**src/rtl/imem_loader_if.sv**
```systemverilog
// Loader control, byte-stream handshake and instruction-memory write port.
interface imem_loader_if #(
  parameter int unsigned InstrW = 24,
  parameter int unsigned AddrW  = 8
);
  logic              start;
  logic [AddrW:0]    word_count;
  logic [7:0]        byte_in;
  logic              byte_valid;
  logic              byte_ready;
  logic              we;
  logic [AddrW-1:0]  waddr;
  logic [InstrW-1:0] wdata;
  logic              busy;
  logic              done;
  logic              cpu_hold;

  modport master (
    output start, word_count, byte_in, byte_valid,
    input  byte_ready, we, waddr, wdata, busy, done, cpu_hold
  );

  modport slave (
    input  start, word_count, byte_in, byte_valid,
    output byte_ready, we, waddr, wdata, busy, done, cpu_hold
  );
endinterface

```
**src/rtl/imem_loader.sv**
```systemverilog
// Packs a byte stream into 24-bit big-endian instructions, writes them from address 0 upward and
// holds the fetch unit in reset until the whole program is in memory.
module imem_loader #(
  parameter int unsigned InstrW = 24,
  parameter int unsigned AddrW  = 8,
  parameter int unsigned Depth  = 256
) (
  input  logic         clk_i,
  input  logic         rst_ni,
  imem_loader_if.slave bus_io
);

  localparam logic [AddrW:0] DepthCnt = (AddrW + 1)'(Depth);
  localparam logic [AddrW:0] CntOne   = (AddrW + 1)'(1);

  typedef enum logic [1:0] {StIdle, StRecv, StWrite, StDone} state_e;

  state_e            state_q, state_d;
  logic [1:0]        byte_idx_q, byte_idx_d;
  logic [AddrW:0]    cnt_q, cnt_d;
  logic [AddrW-1:0]  waddr_q, waddr_d;
  logic [InstrW-1:0] wdata_q, wdata_d;
  logic              byte_ready_q, byte_ready_d;
  logic              we_q, we_d;
  logic              busy_q, busy_d;
  logic              done_q, done_d;
  logic              cpu_hold_q, cpu_hold_d;

  logic [AddrW:0] start_cnt;
  logic           last_word;

  assign start_cnt = (bus_io.word_count > DepthCnt) ? DepthCnt : bus_io.word_count;
  // waddr doubles as the count of words already written.
  assign last_word = ({1'b0, waddr_q} == (cnt_q - CntOne));

  always_comb begin
    state_d      = state_q;
    byte_idx_d   = byte_idx_q;
    cnt_d        = cnt_q;
    waddr_d      = waddr_q;
    wdata_d      = wdata_q;
    byte_ready_d = 1'b0;
    we_d         = 1'b0;
    busy_d       = 1'b0;
    done_d       = done_q;
    cpu_hold_d   = cpu_hold_q;

    unique case (state_q)
      StIdle, StDone: begin
        if (bus_io.start) begin
          cnt_d      = start_cnt;
          waddr_d    = '0;
          byte_idx_d = '0;
          if (start_cnt == '0) begin
            state_d    = StDone;
            done_d     = 1'b1;
            cpu_hold_d = 1'b0;
          end else begin
            state_d      = StRecv;
            byte_ready_d = 1'b1;
            busy_d       = 1'b1;
            done_d       = 1'b0;
            cpu_hold_d   = 1'b1;
          end
        end
      end

      StRecv: begin
        busy_d       = 1'b1;
        byte_ready_d = 1'b1;
        if (bus_io.byte_valid && byte_ready_q) begin
          case (byte_idx_q)
            2'd0:    wdata_d[InstrW-1 -: 8] = bus_io.byte_in;
            2'd1:    wdata_d[InstrW-9 -: 8] = bus_io.byte_in;
            default: wdata_d[7:0]           = bus_io.byte_in;
          endcase
          if (byte_idx_q == 2'd2) begin
            state_d      = StWrite;
            byte_ready_d = 1'b0;
            we_d         = 1'b1;
            byte_idx_d   = '0;
          end else begin
            byte_idx_d = byte_idx_q + 2'd1;
          end
        end
      end

      StWrite: begin
        if (last_word) begin
          state_d    = StDone;
          done_d     = 1'b1;
          cpu_hold_d = 1'b0;
        end else begin
          state_d      = StRecv;
          byte_ready_d = 1'b1;
          busy_d       = 1'b1;
          waddr_d      = waddr_q + AddrW'(1);
        end
      end

      default: state_d = StIdle;
    endcase
  end

  always_ff @(posedge clk_i) begin
    if (!rst_ni) begin
      state_q      <= StIdle;
      byte_idx_q   <= '0;
      cnt_q        <= '0;
      waddr_q      <= '0;
      wdata_q      <= '0;
      byte_ready_q <= 1'b0;
      we_q         <= 1'b0;
      busy_q       <= 1'b0;
      done_q       <= 1'b0;
      cpu_hold_q   <= 1'b1;
    end else begin
      state_q      <= state_d;
      byte_idx_q   <= byte_idx_d;
      cnt_q        <= cnt_d;
      waddr_q      <= waddr_d;
      wdata_q      <= wdata_d;
      byte_ready_q <= byte_ready_d;
      we_q         <= we_d;
      busy_q       <= busy_d;
      done_q       <= done_d;
      cpu_hold_q   <= cpu_hold_d;
    end
  end

  assign bus_io.byte_ready = byte_ready_q;
  assign bus_io.we         = we_q;
  assign bus_io.waddr      = waddr_q;
  assign bus_io.wdata      = wdata_q;
  assign bus_io.busy       = busy_q;
  assign bus_io.done       = done_q;
  assign bus_io.cpu_hold   = cpu_hold_q;

endmodule

```
**src/flat_wrapper.sv**
```systemverilog
// flat-port wrapper written by rule: the top's interface ports become plain ports
module imem_loader_flat 
#(
  parameter int unsigned InstrW = 24,
  parameter int unsigned AddrW  = 8,
  parameter int unsigned Depth  = 256
)
  (clk_i, rst_ni, bus_io_start, bus_io_word_count, bus_io_byte_in, bus_io_byte_valid, bus_io_byte_ready, bus_io_we, bus_io_waddr, bus_io_wdata, bus_io_busy, bus_io_done, bus_io_cpu_hold);
  imem_loader_if #(.InstrW(InstrW), .AddrW(AddrW)) bus_io_i ();
  input  logic clk_i;
  input  logic rst_ni;
  input wire logic [$bits(bus_io_i.start)-1:0] bus_io_start;
  input wire logic [$bits(bus_io_i.word_count)-1:0] bus_io_word_count;
  input wire logic [$bits(bus_io_i.byte_in)-1:0] bus_io_byte_in;
  input wire logic [$bits(bus_io_i.byte_valid)-1:0] bus_io_byte_valid;
  output wire logic [$bits(bus_io_i.byte_ready)-1:0] bus_io_byte_ready;
  output wire logic [$bits(bus_io_i.we)-1:0] bus_io_we;
  output wire logic [$bits(bus_io_i.waddr)-1:0] bus_io_waddr;
  output wire logic [$bits(bus_io_i.wdata)-1:0] bus_io_wdata;
  output wire logic [$bits(bus_io_i.busy)-1:0] bus_io_busy;
  output wire logic [$bits(bus_io_i.done)-1:0] bus_io_done;
  output wire logic [$bits(bus_io_i.cpu_hold)-1:0] bus_io_cpu_hold;
  assign bus_io_i.start = bus_io_start;
  assign bus_io_i.word_count = bus_io_word_count;
  assign bus_io_i.byte_in = bus_io_byte_in;
  assign bus_io_i.byte_valid = bus_io_byte_valid;
  assign bus_io_byte_ready = bus_io_i.byte_ready;
  assign bus_io_we = bus_io_i.we;
  assign bus_io_waddr = bus_io_i.waddr;
  assign bus_io_wdata = bus_io_i.wdata;
  assign bus_io_busy = bus_io_i.busy;
  assign bus_io_done = bus_io_i.done;
  assign bus_io_cpu_hold = bus_io_i.cpu_hold;
  imem_loader #(.InstrW(InstrW), .AddrW(AddrW), .Depth(Depth)) u_core (.clk_i(clk_i), .rst_ni(rst_ni), .bus_io(bus_io_i));
endmodule
```
**config.mk**
```make
export PLATFORM = sky130hd
export DESIGN_NAME = imem_loader_flat
export DESIGN_NICKNAME = d
export VERILOG_FILES = /design/src/rtl/imem_loader_if.sv /design/src/rtl/imem_loader.sv /design/src/flat_wrapper.sv
export SDC_FILE = /design/constraint.sdc
export NUM_CORES = 1
export LEC_CHECK = 0
export ABC_AREA = 1
export CORE_MARGIN = 4
export CORE_UTILIZATION = 55
export CTS_BUF_LIST = sky130_fd_sc_hd__clkbuf_4 sky130_fd_sc_hd__clkbuf_8
export DETAILED_ROUTE_END_ITERATION = 12
export GPL_TIMING_DRIVEN = 0
export PLACE_DENSITY = 0.92
export REMOVE_ABC_BUFFERS = 1
export SYNTH_ARGS = -nofsm -noshare
export SYNTH_HDL_FRONTEND = slang
export SYNTH_SLANG_ARGS = --single-unit
```
**constraint.sdc**
```tcl
create_clock -name clk_i -period 3 [get_ports clk_i]
set_input_delay 0.6 -clock clk_i [delete_from_list [all_inputs] [get_ports clk_i]]
set_output_delay 0.6 -clock clk_i [all_outputs]
set_load 0.1 [all_outputs]
```
==> impl_metrics.yaml, run 1 <==
outcome:
  outcome: "finished clean"
timing:
  finalHoldViolCount: 0
  layout_min_cycle_time_ps: 2690
  fin_skew_ps: 5.32
  maxSlewHeadroom: 0.336
  worst_pin_slew_ps: 992
  slew_viol_final: 0
  rsz0062_at_grt: "false"
  finalSetupViolations: 0
  tns_ps: 0
  clock.fmax_mhz: 371
  period_share: 0.898
yosys:
  syn_area_mm2: 0.00244
  synth_top_area_cell: "dfxtp_1"
  synth_edf_count: 0
  synthCells: 348
  ys_warn_count: 0
  synth.distinct_cells: 30
  synth_top_cells_by_count: "nand2_1 (76), nor2_1 (59), dfxtp_1 (50), a21oi_1 (28), nand3_1 (28)"
  ys_top_cells_by_area: "dfxtp_1 (41%), nand2_1 (12%), nor2_1 (9.1%), a21oi_1 (5.7%), nand3_1 (5.7%)"
  yosysMostFrequentCell: "nand2_1"
  ys_seq_elements: 50
  seq_area_frac_synth: 0.409
  syn_avg_cell_area_um2: 7.03
  async_flop_share: 0
  yosys_most_used_dff: "dfxtp_1"
  synth_top_area_share: 0.409
setup_path:
  critPathArrivalTime_ps: 2880
  slowest_delay_ps: 960
  path_class: "input port to register"
  r2r_setup_slack_ps: 920
  slowest_stage: "clkdlybuf4s50_1"
  worstPathMaxFanout: 26
  worstReg2RegStart: "u_core.cnt_q[0]"
  rr_worst_depth: 12
  path_cells: "clkdlybuf4s50_1 -> clkinv_1 -> nor4_1"
  crit_path_end_kind: "register"
  crit_path_start_kind: "input port"
  crit_required_ps: 3180
  reg2reg_to: "u_core.bus_io.waddr[7]"
clock_tree:
  cts_made_buffers: 5
  cts_hold_buf: 0
  root_buffer: "clkbuf_8"
  cts_buffer_depth: 2
  cts_tree: "built"
  cts_max_level: 2
  post-cts-setup-buffer-count: 0
  cts-resized-gates: 0
  clk_pin_slew_ps: 90
  cts.sinks: 50
  clock_latency_ps: 290
drt:
  dr.first_iter.drc_count: 203
  vias_per_cell: 5.45
  first_pass_iters: 4
  ant_nets: 0
  vias: 2481
  drt_wl_total_um: 6450
  drc_errors: 0
  post_drt_wl_per_cell_um: 14.2
die:
  ios: 58
  start_util: 0.590
  core.rowCount: 23
  die_area_mm2: 0.00558
  core_area_mm2: 0.00414
  die_h_um: 74.7
  die_x_um: 74.7
place:
  gp_congestion: 0.887
  dp_hpwl_um: 4840
  io_buffer_count: 57
  placed_cells: 447
min_path:
  hold-path-endpoint: "u_core.bus_io.wdata[23]"
  hold_class: "register to register"
  holdPathStages: 2
  min-delay-start: "u_core.bus_io.wdata[23]"
global_route:
  grt_pass1_vias: 2437
  grt_overflow: 0
  antenna_found_initial: 0
  grt_max_degree: 27
  grt_usage: 0.244
  grt_pass1_wl_um: 10700
final_layout:
  antenna_cells: 0
  drive_gt1_frac: 0.0716
  area_growth_pct: 28.5
  stdcell_count: 455
  final_nets: 430
run:
  cap_viol_max_count: 0
power_and_ir_drop:
  p_per_area_mw_per_mm2: 730
  ir_drop_uv: 650
  p_leak_nw: 1.27
-- metal layers --
layer | share of wire | up-vias | global-route usage
li1 | - | 1238 | -
met1 | 0.44 | 1155 | 0.304
met2 | 0.50 | 78 | 0.432
met3 | 0.043 | 10 | 0.0360
met4 | 0.017 | 0 | 0.0791
met5 | 0 | - | 0
-- flip-flops by register name (all words and copies together), names as in the netlist --
name                      cells
u_core.bus_io.wdata          24
u_core.cnt_q                  9
u_core.bus_io.waddr           8
u_core.byte_idx_q             2
u_core.state_q                2
u_core.bus_io.busy            1
u_core.bus_io.byte_ready      1
u_core.bus_io.cpu_hold        1
u_core.bus_io.done            1
u_core.bus_io.we              1
-- power by group --
| part | internal (mW) | switching, mW |
|---|---|---|
| clock | 0.196 | 0.213 |
| combinational | 0.305 | 0.761 |
| sequential | 0.739 | 0.0794 |
| total | 1.24 | 1.05 |
-- cell families after synthesis --
logic type	count (synthesis)	share of synthesized area
AO/OA/AOI/OAI	56	0.118
XOR/XNOR	10	0.0358
adder cells (fa/ha/maj)	5	0.0256
AND/OR/NAND/NOR	189	0.352
buffers and inverters	38	0.0594
flip-flops	50	0.409
-- cells in the final DEF (no fill, tap or decap), types with 3 or more instances in the layout --
cell type        instances
nor3_1                   3
nand2_1                 76
inv_2                    3
nand2_2                  4
nor2_1                  59
xnor2_1                  5
xor2_1                   5
dfxtp_1                 50
o21ai_0                 24
clkbuf_8                 6
ha_1                     5
a21oi_1                 28
nor2_4                   4
inv_1                   25
nand3_1                 28
clkdlybuf4s50_1         57
-- through the flow --
step	setup slack [ps]	total power [mW]	util	cell area (um2)	hold WS (ps)
after floorplan	825	1.63	-	2410	460
after global placement	58.1	1.85	0.735	3050	448
after detailed placement	50.3	1.88	0.735	3050	456
after CTS	360	2.29	0.758	3140	470
after global routing	91.6	2.43	0.758	3140	491
final	305	2.29	0.758	3140	470
-- worst max path at each step --
stage | to | slack (ps) | startpoint | cells after the start
after floorplan | u_core.bus_io.waddr[6] | 820 | u_core.bus_io.waddr[0] | 8
after global placement | u_core.bus_io.we | 60 | rst_ni | 3
after detailed placement | u_core.bus_io.we | 50 | rst_ni | 3
after CTS | u_core.bus_io.we | 360 | rst_ni | 3
after global routing | u_core.bus_io.we | 90 | rst_ni | 3
final | u_core.bus_io.we | 310 | rst_ni | 3
-- layout make-up --
| class | count | area (um2) |
|---|---|---|
| flip-flops and latches | 50 | 1000 |
| clock inverters | 1 | 5.00 |
| multi-input cells | 260 | 1300 |
| fillers | 309 | 1000 |
| inverters | 30 | 113 |
| clock buffers | 7 | 90.1 |
| repair buffers | 57 | 571 |
| well taps | 50 | 62.6 |
-- worst max-delay path: cells and delay by family --
family	cells	cell delay, ps
buf+inv	2	1810
simple gates	1	460
Note: power is estimated with default switching activity, not from simulation.
==> run 2, diff against run 1 <==
SLEW_MARGIN = 20   (was not set)
==> results of run 2 <==
Final layout, timing and power as in run 1 (identical DEF).
